`src/rtl/sim_uart_rx_monitor.sv`:
```
// sim_uart_rx_monitor
//
// Simulation-side UART receiver. It watches the chip's UART TX pad output,
// decodes 8N1 frames at a fixed clocks-per-bit ratio, and queues the received
// bytes in a small FIFO. The FIFO is read through a valid/ready interface.
// Framing errors and bytes dropped on a full FIFO are each counted.
//
// Parameters:
//   ClksPerBit  clk_i cycles per UART bit (>= 4)
//   FifoDepth   byte FIFO entries (power of two, >= 2)
//   CntW        width of the overflow and frame-error counters
//
// Ports:
//   clk_i            sim clock, same clock as the chip top
//   rst_ni           asynchronous active-low reset
//   rx_i             serial line, idle high
//   rdata_o          head-of-FIFO byte (0 when the FIFO is empty)
//   rvalid_o         FIFO non-empty
//   rready_i         consumer accepts rdata_o when rvalid_o is high
//   busy_o           receiver FSM not idle
//   frame_err_o      one-cycle pulse on a bad stop bit
//   frame_err_cnt_o  saturating count of framing errors
//   ovf_cnt_o        saturating count of bytes dropped on a full FIFO
//   depth_o          current FIFO occupancy

module sim_uart_rx_monitor #(
    parameter int unsigned ClksPerBit = 69,
    parameter int unsigned FifoDepth  = 8,
    parameter int unsigned CntW       = 16
) (
    input  logic                         clk_i,
    input  logic                         rst_ni,
    input  logic                         rx_i,
    output logic [7:0]                   rdata_o,
    output logic                         rvalid_o,
    input  logic                         rready_i,
    output logic                         busy_o,
    output logic                         frame_err_o,
    output logic [CntW-1:0]              frame_err_cnt_o,
    output logic [CntW-1:0]              ovf_cnt_o,
    output logic [$clog2(FifoDepth):0]   depth_o
);

    localparam int unsigned AW      = $clog2(FifoDepth);
    localparam int unsigned BitCntW = $clog2(ClksPerBit);
    localparam logic [BitCntW-1:0] LastCnt = BitCntW'(ClksPerBit - 1);
    localparam logic [BitCntW-1:0] HalfCnt = BitCntW'(ClksPerBit / 2 - 1);

    typedef enum logic [2:0] {
        StIdle,
        StStart,
        StData,
        StStop,
        StBreak
    } state_e;

    // Input synchronizer and edge detect
    logic       sync1_q, sync2_q, sync3_q;
    logic [1:0] arm_q;
    logic       line;
    logic       fall;

    // Receiver FSM
    state_e               state_q, state_d;
    logic [BitCntW-1:0]   cnt_q, cnt_d;
    logic [2:0]           idx_q, idx_d;
    logic [7:0]           shift_q, shift_d;
    logic                 push;
    logic                 ferr;

    // Status
    logic                 frame_err_q;
    logic [CntW-1:0]      ferr_cnt_q;
    logic [CntW-1:0]      ovf_cnt_q;

    // FIFO
    logic [7:0]           mem_q [FifoDepth];
    logic [AW:0]          wptr_q, rptr_q;
    logic                 full, empty, pop, push_ok, ovf;

    // Two-flop synchronizer plus a third flop for edge detection. All three
    // reset to the idle level. arm_q counts the first three clocks after
    // reset so that sync3_q holds a real line sample before any edge is
    // believed; a line that is already low at reset release therefore never
    // looks like a start bit and has to return high first.
    always_ff @(posedge clk_i or negedge rst_ni) begin
        if (!rst_ni) begin
            sync1_q <= 1'b1;
            sync2_q <= 1'b1;
            sync3_q <= 1'b1;
            arm_q   <= 2'd0;
        end else begin
            sync1_q <= rx_i;
            sync2_q <= sync1_q;
            sync3_q <= sync2_q;
            if (arm_q != 2'd3) begin
                arm_q <= arm_q + 2'd1;
            end
        end
    end

    assign line = sync2_q;
    assign fall = (arm_q == 2'd3) && sync3_q && !sync2_q;

    // FSM state register along with the bit-timing counter, bit index and
    // data shift register.
    always_ff @(posedge clk_i or negedge rst_ni) begin
        if (!rst_ni) begin
            state_q <= StIdle;
            cnt_q   <= '0;
            idx_q   <= 3'd0;
            shift_q <= 8'h00;
        end else begin
            state_q <= state_d;
            cnt_q   <= cnt_d;
            idx_q   <= idx_d;
            shift_q <= shift_d;
        end
    end

    // Next-state logic. The start bit is re-checked at its midpoint to reject
    // glitches; after that every sample lands a full bit period later, so
    // data and stop bits are all sampled near their centres.
    always_comb begin
        state_d = state_q;
        cnt_d   = cnt_q;
        idx_d   = idx_q;
        shift_d = shift_q;
        push    = 1'b0;
        ferr    = 1'b0;
        case (state_q)
            StIdle: begin
                if (fall) begin
                    cnt_d   = '0;
                    state_d = StStart;
                end
            end
            StStart: begin
                if (cnt_q == HalfCnt) begin
                    cnt_d = '0;
                    if (!line) begin
                        idx_d   = 3'd0;
                        state_d = StData;
                    end else begin
                        state_d = StIdle;
                    end
                end else begin
                    cnt_d = cnt_q + 1'b1;
                end
            end
            StData: begin
                if (cnt_q == LastCnt) begin
                    cnt_d          = '0;
                    shift_d[idx_q] = line;
                    if (idx_q == 3'd7) begin
                        state_d = StStop;
                    end else begin
                        idx_d = idx_q + 3'd1;
                    end
                end else begin
                    cnt_d = cnt_q + 1'b1;
                end
            end
            StStop: begin
                if (cnt_q == LastCnt) begin
                    cnt_d = '0;
                    if (line) begin
                        push    = 1'b1;
                        state_d = StIdle;
                    end else begin
                        ferr    = 1'b1;
                        state_d = StBreak;
                    end
                end else begin
                    cnt_d = cnt_q + 1'b1;
                end
            end
            StBreak: begin
                // A low stop bit may be a break condition; stay here until
                // the line is released so no bogus frame starts inside it.
                if (line) begin
                    state_d = StIdle;
                end
            end
            default: begin
                state_d = StIdle;
            end
        endcase
    end

    assign busy_o = (state_q != StIdle);

    // Frame-error pulse and saturating status counters.
    always_ff @(posedge clk_i or negedge rst_ni) begin
        if (!rst_ni) begin
            frame_err_q <= 1'b0;
            ferr_cnt_q  <= '0;
            ovf_cnt_q   <= '0;
        end else begin
            frame_err_q <= ferr;
            if (ferr && (ferr_cnt_q != '1)) begin
                ferr_cnt_q <= ferr_cnt_q + 1'b1;
            end
            if (ovf && (ovf_cnt_q != '1)) begin
                ovf_cnt_q <= ovf_cnt_q + 1'b1;
            end
        end
    end

    assign frame_err_o     = frame_err_q;
    assign frame_err_cnt_o = ferr_cnt_q;
    assign ovf_cnt_o       = ovf_cnt_q;

    // FIFO flags. Pointers carry one extra wrap bit so full and empty are
    // distinguishable. A push into a full FIFO still succeeds when a pop
    // happens in the same cycle, since the freed slot is the one written.
    assign empty   = (wptr_q == rptr_q);
    assign full    = (wptr_q[AW] != rptr_q[AW]) && (wptr_q[AW-1:0] == rptr_q[AW-1:0]);
    assign pop     = !empty && rready_i;
    assign push_ok = push && (!full || pop);
    assign ovf     = push && full && !pop;

    // FIFO pointers.
    always_ff @(posedge clk_i or negedge rst_ni) begin
        if (!rst_ni) begin
            wptr_q <= '0;
            rptr_q <= '0;
        end else begin
            if (push_ok) begin
                wptr_q <= wptr_q + 1'b1;
            end
            if (pop) begin
                rptr_q <= rptr_q + 1'b1;
            end
        end
    end

    // FIFO storage; contents need no reset because reads are masked while
    // the FIFO is empty.
    always_ff @(posedge clk_i) begin
        if (push_ok) begin
            mem_q[wptr_q[AW-1:0]] <= shift_q;
        end
    end

    assign rvalid_o = !empty;
    assign rdata_o  = empty ? 8'h00 : mem_q[rptr_q[AW-1:0]];
    assign depth_o  = wptr_q - rptr_q;

endmodule

```
`config.mk`:
```
export PLATFORM = sky130hd
export DESIGN_NAME = sim_uart_rx_monitor
export DESIGN_NICKNAME = d
export VERILOG_FILES = /design/src/rtl/sim_uart_rx_monitor.sv
export SDC_FILE = /design/constraint.sdc
export NUM_CORES = 1
export LEC_CHECK = 0
export CAP_MARGIN = 10
export CORE_MARGIN = 1.5
export CORE_UTILIZATION = 39
export DETAILED_ROUTE_END_ITERATION = 10
export GPL_TIMING_DRIVEN = 1
export RECOVER_POWER = 25
export SLEW_MARGIN = 20
export SYNTH_ARGS = -nofsm -noshare
export SYNTH_HDL_FRONTEND = slang
export SYNTH_SLANG_ARGS = --single-unit
```
`constraint.sdc`:
```
create_clock -name clk_i -period 6.4 [get_ports clk_i]
set_clock_uncertainty 0.2 [all_clocks]
set_input_delay 0.64 -clock clk_i [delete_from_list [all_inputs] [get_ports clk_i]]
set_output_delay 0.64 -clock clk_i [all_outputs]
set_load 0.02 [all_outputs]
```
* After elaboration in Yosys (flattened, before gate mapping)
Memories as Yosys holds them, arrays and structs flattened. Index checks and enable logic that the tools add are counted.
Word-level totals: register bits 67, output and inout bits 47, memories kept 1, logic and storage cells 100, bits of input ports 4, bits in writable memories 64
Operators by class: reductions and logical operators 24, add/subtract/negate cells 8, mux-type cells 30, $lt $le $gt $ge 2, eq/ne operators 22
Memory list:
- mem_q | depth 8, bits a word 8, rd ports 1, clocked after Yosys merged registers in 0, write ports 1, line 77 | logic [7:0] mem_q [FifoDepth];
Operators with widths (number):
- $mux W3 | 11
- $add A16 B1 Y16 const B | 2
- $ne A16 B16 Y1 const B | 2
- $mux W7 | 3
- $pmux W7 S3 | 1
- $ne A2 B2 Y1 const B | 9
- $pmux W3 S5 | 1
- $logic_and A1 B1 Y1 | 10
- $mux W1 | 9
- $add A4 B1 Y4 const B | 2
- $bwmux W8 | 1
- $mux W8 | 1
- $add A7 B1 Y7 const B | 1
- $eq A7 B6 Y1 const B | 1
- $eq A7 B7 Y1 const B | 1
- $eq A3 B2 Y1 const B | 2
- $eq A3 B3 Y1 const B | 2
- $pmux W3 S2 | 1
- $reduce_and A6 Y1 | 1
- $reduce_bool A3 Y1 | 2
- $reduce_and A5 Y1 | 1
- $eq A4 B4 Y1 | 1
- $logic_not A1 Y1 | 4
- $lt A3 B4 Y1 const B | 1
- other kinds (15) | 16

* Longest topological paths before layout
Gate-level depths: netlist (run 1).
depth after elaboration 7, depth in mapped cells 10, gate-level depth less buffers 7

* Worst setup path after synthesis (run 1)
OpenSTA, ideal clock, no wires.
kind register to register, start register rptr_q[1], end memory mem_q[0][0], enable pin, data required time 5817 ps, slack 3086 ps, arrival time 2730 ps, setup time 383 ps, path buffers 3, clock period less this slack 3314 ps, stages on the path, launching flop included 11, cell sequence dfrtp_1 > clkbuf_1 > clkbuf_1 > inv_1 > ha_1 > nand3_1 > or3_1 > buf_2 > nand3_1 > or2_2 > nor3_1
Between the ends: cells in the longest elaborated chain, start to end 7, elaborated cells between the ends (all ways) 10, classes of those cells eq/ne: 2; mux: 2; reduce/logical: 6
RTL lines:
- start: declaration | line 78 | logic [AW:0] wptr_q, rptr_q;
- start signal: assignment | line 233 | rptr_q <= rptr_q + 1'b1;
- $eq A4 B4 Y1 / $eq A3 B3 Y1 (equally long branches) | line 217, 218
- $logic_not A1 Y1 / $logic_and A1 B1 Y1 (equally long branches) | line 219, 218
- $logic_and A1 B1 Y1 / $logic_not A1 Y1 (equally long branches) | line 219, 220
- $logic_or A1 B1 Y1 * | line 220 | assign push_ok = push && (!full || pop);
- $logic_and A1 B1 Y1 * | line 220
- $mux W1 * | line 241 | if (push_ok) begin
- $mux W1 (implied by the code) * | line 242 | mem_q[wptr_q[AW-1:0]] <= shift_q;
- end: declaration | line 77
Every way passes the cells marked *; elsewhere a longest branch is shown, timed or not.

* Worst setup path in the final report (run 1)
start register rptr_q[1], end output depth_o[3]
Between the ends: cells in the longest elaborated chain, start to end 1
RTL lines:
- $sub A4 B4 Y4 | line 248 | assign depth_o = wptr_q - rptr_q;
- end: declaration | line 41 | output logic [$clog2(FifoDepth):0] depth_o
No other way between the ends.

==> results of run 1 <==
-- final cells by class --
| type | count | area (sq um) |
|---|---|---|
| fill | 1243 | 7470 |
| sequential | 131 | 3600 |
| multi-input combinational | 284 | 2140 |
| timing repair buffer | 53 | 514 |
| clock buffer | 17 | 425 |
| tap | 184 | 230 |
| clock inverter | 15 | 143 |
| inverter | 17 | 63.8 |
-- stage by stage --
step                      instances  worst slack, ns
after floorplan                 446             3.09
after global placement          669             2.76
after detailed placement        669             2.58
after CTS                       701             2.51
after global routing            701             1.70
final                           701             2.54
-- power groups by stage --
stage | combinational [W] | sequential (W) | clock, W
floorplan | 0.000190 | 0.000955 | 0
global placement | 0.000255 | 0.000972 | 0
detailed placement | 0.000261 | 0.000973 | 0
CTS | 0.000263 | 0.000957 | 0.000935
global route | 0.000290 | 0.000964 | 0.000975
finish | 0.000256 | 0.000957 | 0.000917
-- sequential cells by signal (all words and copies together) (netlist names) --
signal / cells
arm_q: 2
cnt_q: 7
sync3_q: 1
frame_err_cnt_o: 16
idx_q: 3
frame_err_o: 1
shift_q: 8
line: 1
wptr_q: 4
sync1_q: 1
ovf_cnt_o: 16
state_q: 3
mem_q: 64
rptr_q: 4
-- worst max path at each step --
stage	startpoint	to	slack (ns)	cells after the start
global route	rst_ni	state_q[0]	1.70	2
global placement	rptr_q[1]	mem_q[0][0]	2.76	7
CTS	rptr_q[1]	depth_o[3]	2.51	6
floorplan	rptr_q[1]	mem_q[0][0]	3.09	10
finish	rptr_q[1]	depth_o[3]	2.54	6
detailed placement	rptr_q[1]	mem_q[0][6]	2.58	7
-- layer usage --
layer,vias to the layer above,GRT usage [%],share of wire [%]
met1,1826,20.2,44
li1,1759,-,-
met5,-,0,0
met2,74,26.0,50
met4,0,7.29,2.1
met3,19,4.92,4.4
-- cells in the final DEF (no fill, tap or decap), types with 3 or more instances in the layout --
cell	count
nand4_1	15
nand3_1	26
or2_2	3
ha_1	13
inv_1	16
clkinvlp_4	6
a211oi_1	3
nor3_1	8
nor4_1	7
a21oi_1	15
mux4_2	16
dfrtp_1	64
xnor2_1	24
nor3_2	3
nor2_1	27
o21ai_0	7
and2_1	4
clkdlybuf4s50_1	48
or3_1	4
nand2_1	44
and4_1	4
nand2b_1	4
and3_1	3
clkbuf_16	17
edfxtp_1	64
mux2_2	15
xor2_1	19
clkinv_1	5
-- worst register-to-register path, cell delays in order (launching register included) --
cell and delay [ns]:
dfrtp_1 0.97, inv_1 0.14, ha_1 0.34, nand3_1 0.09, or3_1 0.26, nand3_1 0.13
or2_2 0.34, nor2_1 0.63
-- logic make-up (layout without fill, tap and decap cells) --
group,after synthesis,count (layout),synth area share [%]
simple gates,163,163,14.2
flops,131,131,61.5
xor+xnor,43,43,6.43
compound gates,33,33,3.61
mux,31,31,9.04
buf+inv,31,102,2.05
fa+ha+maj,14,14,3.12
-- Yosys cell counts (2+ instances only) --
master    instances  area share [%]
nor4bb_1          2            0.34
dfstp_2           3             1.3
and3_1            3            0.32
ha_1             13             2.8
and4b_1           2            0.34
buf_2             3            0.26
a211oi_1          3            0.38
nand4_1          15             1.6
nor2b_1           2            0.21
mux4_2           16             6.2
nor3_1           10            0.85
nand2b_1          4            0.43
nand2_1          44             2.8
nor4_1            7            0.75
a21oi_1          15             1.3
inv_1            16             1.0
mux2_2           15             2.9
clkbuf_1         10            0.64
xnor2_1          24             3.6
or3_1             4            0.43
o21ai_0           7            0.60
and4_1            4            0.60
or2_2             3            0.32
dfrtp_1          64              27
nand3b_1          2            0.26
a21o_1            2            0.26
and2_1            4            0.43
or4_1             2            0.26
nor2_1           27             1.7
nand3_1          26             2.2
edfxtp_1         64              33
xor2_1           19             2.8
==> metrics, run 1 <==
CTS Buffer Depth=2; clock root cell=clkbuf_16; #FFs+latches synth=~130; Syn Std Cell Area=5860 sq um; Post-CTS Setup Inserts=0; Leakage=around 2.7 nW; vias in the first global route=between 3000 and 4000; Cell Rows=44; reg2reg end=mem_q[2][7]; Vias=approximately 3700; Buf/Inv on CP=2; Worst setup SP type=flip-flop; power per cell area=299 nW/um^2; Slew @ Worst Pin=3.65 ns; ANT cells=0; post-synthesis sequential area ratio=approximately 62%; Netlist cell types=43; P_int=0.00159 W; Area after DPL=approximately 6500 sq um; Combinational Power Share=12.0%; initial antenna violation count=0; CTS sink cnt=131; fin util=48.8%; Synth Warn #=0; Layout Area Growth over Synthesis=21.6%; clock buffer count from CTS=17; WP data required=around 5.6 ns; antenna viol nets, final=0; Switching Fraction=25.3%; RSZ-0062 raised after global routing=false; DR vias/cell=around 5.2; asr flop ratio synth=51.1%; setup TNS=0 ns; fin crit period=3.86 ns; WHS Path Cells=0; die height=~130 um; kind of critical path=flip-flop to output pin; VDD IR max=0.000218 V; total die area=15800 sq um; outcome=finished, violations left; H-tree levels=4; hold_ws=0.160 ns; type of the tightest min-delay check=flip-flop to flip-flop; final instance area=roughly 7000 sq um; Rel. slew slack=-143%; Final Setup Violations=0; global-route wire length before repair=just under 20 mm; gp weighted congestion=0.787; failing checks=max-capacitance violations, max-slew violations; Starting Density=40.1%; Crit path max-delay family=flip-flops; Power Total=0.00213 W; Tcrit/Tclk final=between 60% and 70%; Max Cap Viol=1; hold buffers post-CTS=0; layout cells sized above 1=13.9%; Psw=0.000538 W; dpl hpwl=between 8 and 9 mm; crit end category=output pin; Hold Crit Endpoint=line; Critical Path AT=3.02 ns; Top FF cell, synth=edfxtp_1; syn_nets=464; R2R cell count=7; GRT overflow=0; max incr delay on CP=0.97 ns; R2R setup slack=2.94 ns; cells after synthesis=446; core area=14600 sq um; Clk Latency, worst-skew pair=0.42 ns; clock-pin slew of the registers on the worst-case setup and hold paths=0.05 ns; Final Hold Viols=0; residual DRC count=0; Total GRT Usage=16.2%; FMAX=259 MHz; cell breakdown of the critical path=inv_1, ha_1, a21o_1, a21oi_1, xnor2_1, clkdlybuf4s50_1; CP max FO=21; final WL=11.9 mm; die width=126 um; WL/cell=about 17 um; CTS tree=done; post-cts sizing count=0; max-slew violation count=68; largest net degree at the start of global routing=68; DRT iter0 DRCs=230; fin nets=around 520; IO Port Bufs=50; Crit-path slowest cell=dfrtp_1; share of power burned in registers=44.9%; worst hold start=sync1_q; reg2reg start=rptr_q[1]; Clock Power Share=43.1%; syn_area_per_cell=13.1 sq um; I/O pins=51; number of flops mapped to enable cells by yosys=64; Pre-antenna DRT Iters=4
Power figures use the tool's default switching activity.
==> run 2, diff against run 1 <==
==> constraint.sdc (replaced) <==
create_clock -name clk_i -period 3.3 [get_ports clk_i]
set_clock_uncertainty 0.2 [all_clocks]
set_input_delay 0.33 -clock clk_i [delete_from_list [all_inputs] [get_ports clk_i]]
set_output_delay 0.33 -clock clk_i [all_outputs]
set_load 0.02 [all_outputs]
==> metrics, run 2 (same netlist as run 1, synthesis figures left out) <==
reg2reg start=rptr_q[2]; Slew @ Worst Pin=1.92 ns; clock-pin slew of the registers on the worst-case setup and hold paths=0.06 ns; Clk Latency, worst-skew pair=0.41 ns; Leakage=2.76 nW; placed insts=677; Max Cap Viol=1; residual DRC count=0; Psw=0.00101 W; global-route wire length before repair=between 15 and 20 mm; crit end category=output pin; max reg flops=64; R2R setup slack=0.50 ns; Seq. cell area=3600 sq um; WL/cell=about 16 um; R2R cell count=8; Starting Density=around 40%; vias in the first global route=3757; CP Capture Point=rvalid_o; multi-input logic area=2130 sq um; Post-CTS Setup Inserts=0; VDD IR max=0.000334 V; core area=14600 sq um; Final Hold Viols=0; Vias=3689; Area after DPL=around 6600 sq um; Critical Path AT=2.57 ns; gp weighted congestion=0.782; clock root cell=clkbuf_16; P_int=~0.0031 W; Rel. slew slack=-28.0%; CTS Buffer Depth=2; total die area=15800 sq um; kind of critical path=flip-flop to output pin; Clock Power Share=a little over two fifths; Worst setup SP type=flip-flop; type of the tightest min-delay check=flip-flop to flip-flop; die height=126 um; H-tree levels=4; CTS sink cnt=about 130; die width=126 um; fin util=49.2%; fin crit period=3.10 ns; CTS tree=done; max-slew violation count=33; Power Total=~0.0041 W; GRT overflow=0; Tcrit/Tclk final=94.1%; DR vias/cell=roughly 5.2; Final Non-Filler Cells=709; Total GRT Usage=15.7%; IO Port Bufs=50; RSZ-0062 raised after global routing=false; outcome=finished, violations left; reg2reg end=mem_q[3][2]; I/O pins=51; antenna viol nets, final=0; clock buffer count from CTS=17; WP data required=~2.8 ns; ANT cells=0; power per cell area=~570 nW/um^2; most frequent cells in the layout=dfrtp_1 (64), edfxtp_1 (64), clkdlybuf4s50_1 (48); final WL=~11 mm; hold_ws=approximately 0.16 ns; largest net degree at the start of global routing=36; fin nets=about 530; Final Setup Violations=0; dpl hpwl=~8.1 mm; Pre-antenna DRT Iters=6; Layout Area Growth over Synthesis=22.6%; DRT iter0 DRCs=216; CP max FO=9; failing checks=max-capacitance violations, max-slew violations; FILL cells=1277; layout cells sized above 1=14.3%; Cell Rows=44; final instance area=7180 sq um; FMAX=around 320 MHz; share of power burned in registers=45.4%; Setup crit start=rptr_q[2]; Combinational Power Share=12.0%; Switching Fraction=roughly 25%; initial antenna violation count=0
==> run 2: how the worst min path moves through the flow <==
stage               cells past startpoint    start        to  slack [ns]
finish                                  0  sync1_q      line        0.16
global route                            0  sync1_q      line        0.17
CTS                                     1     rx_i   sync1_q        0.12
detailed placement                      0  sync1_q      line        0.15
global placement                        0  sync1_q      line        0.15
floorplan                               0   rst_ni  arm_q[0]       -0.17
==> run 2: routing by layer <==
layer	vias to the layer above	global-route usage (%)	part of all wire, %
met1	1852	20.8	47
met2	61	24.8	49
li1	1766	-	-
met3	10	4.75	3.4
met4	0	5.41	0.78
met5	-	0	0
==> run 2: stage by stage <==
stage | setup slack, ns | setup TNS (ns)
floorplan | -0.0139 | -0.222
global placement | 0.600 | 0
detailed placement | 0.522 | 0
CTS | 0.136 | 0
global route | 0.0299 | 0
finish | 0.195 | 0
==> run 2: what timing repair did <==
| item | CTS | global route |
|---|---|---|
| hold buffers | 1 | 0 |
| resized for setup | 0 | 0 |
| hold endpoints to repair | 29 | 0 |
==> run 2: critical path: stages (launching register included) <==
cell and delay (ns):
dfrtp_1 0.36, clkinv_1 0.25, ha_1 0.44, and4_1 0.40
inv_1 0.14, clkdlybuf4s50_1 0.57
==> run 2: final cells by class <==
cell class	instances	share of cell area, %
flip-flops and latches	131	50.2
multi-input cells	284	29.7
clock buffers	19	6.03
inverters	17	0.889
repair buffers	62	8.35
well taps	184	3.21
clock inverters	12	1.62
==> run 2: power groups by stage <==
stage	registers, W	logic, W	clock network [W]
global placement	0.00188	0.000490	0
floorplan	0.00185	0.000352	0
finish	0.00186	0.000489	0.00175
detailed placement	0.00189	0.000499	0
global route	0.00187	0.000550	0.00186
CTS	0.00186	0.000501	0.00179
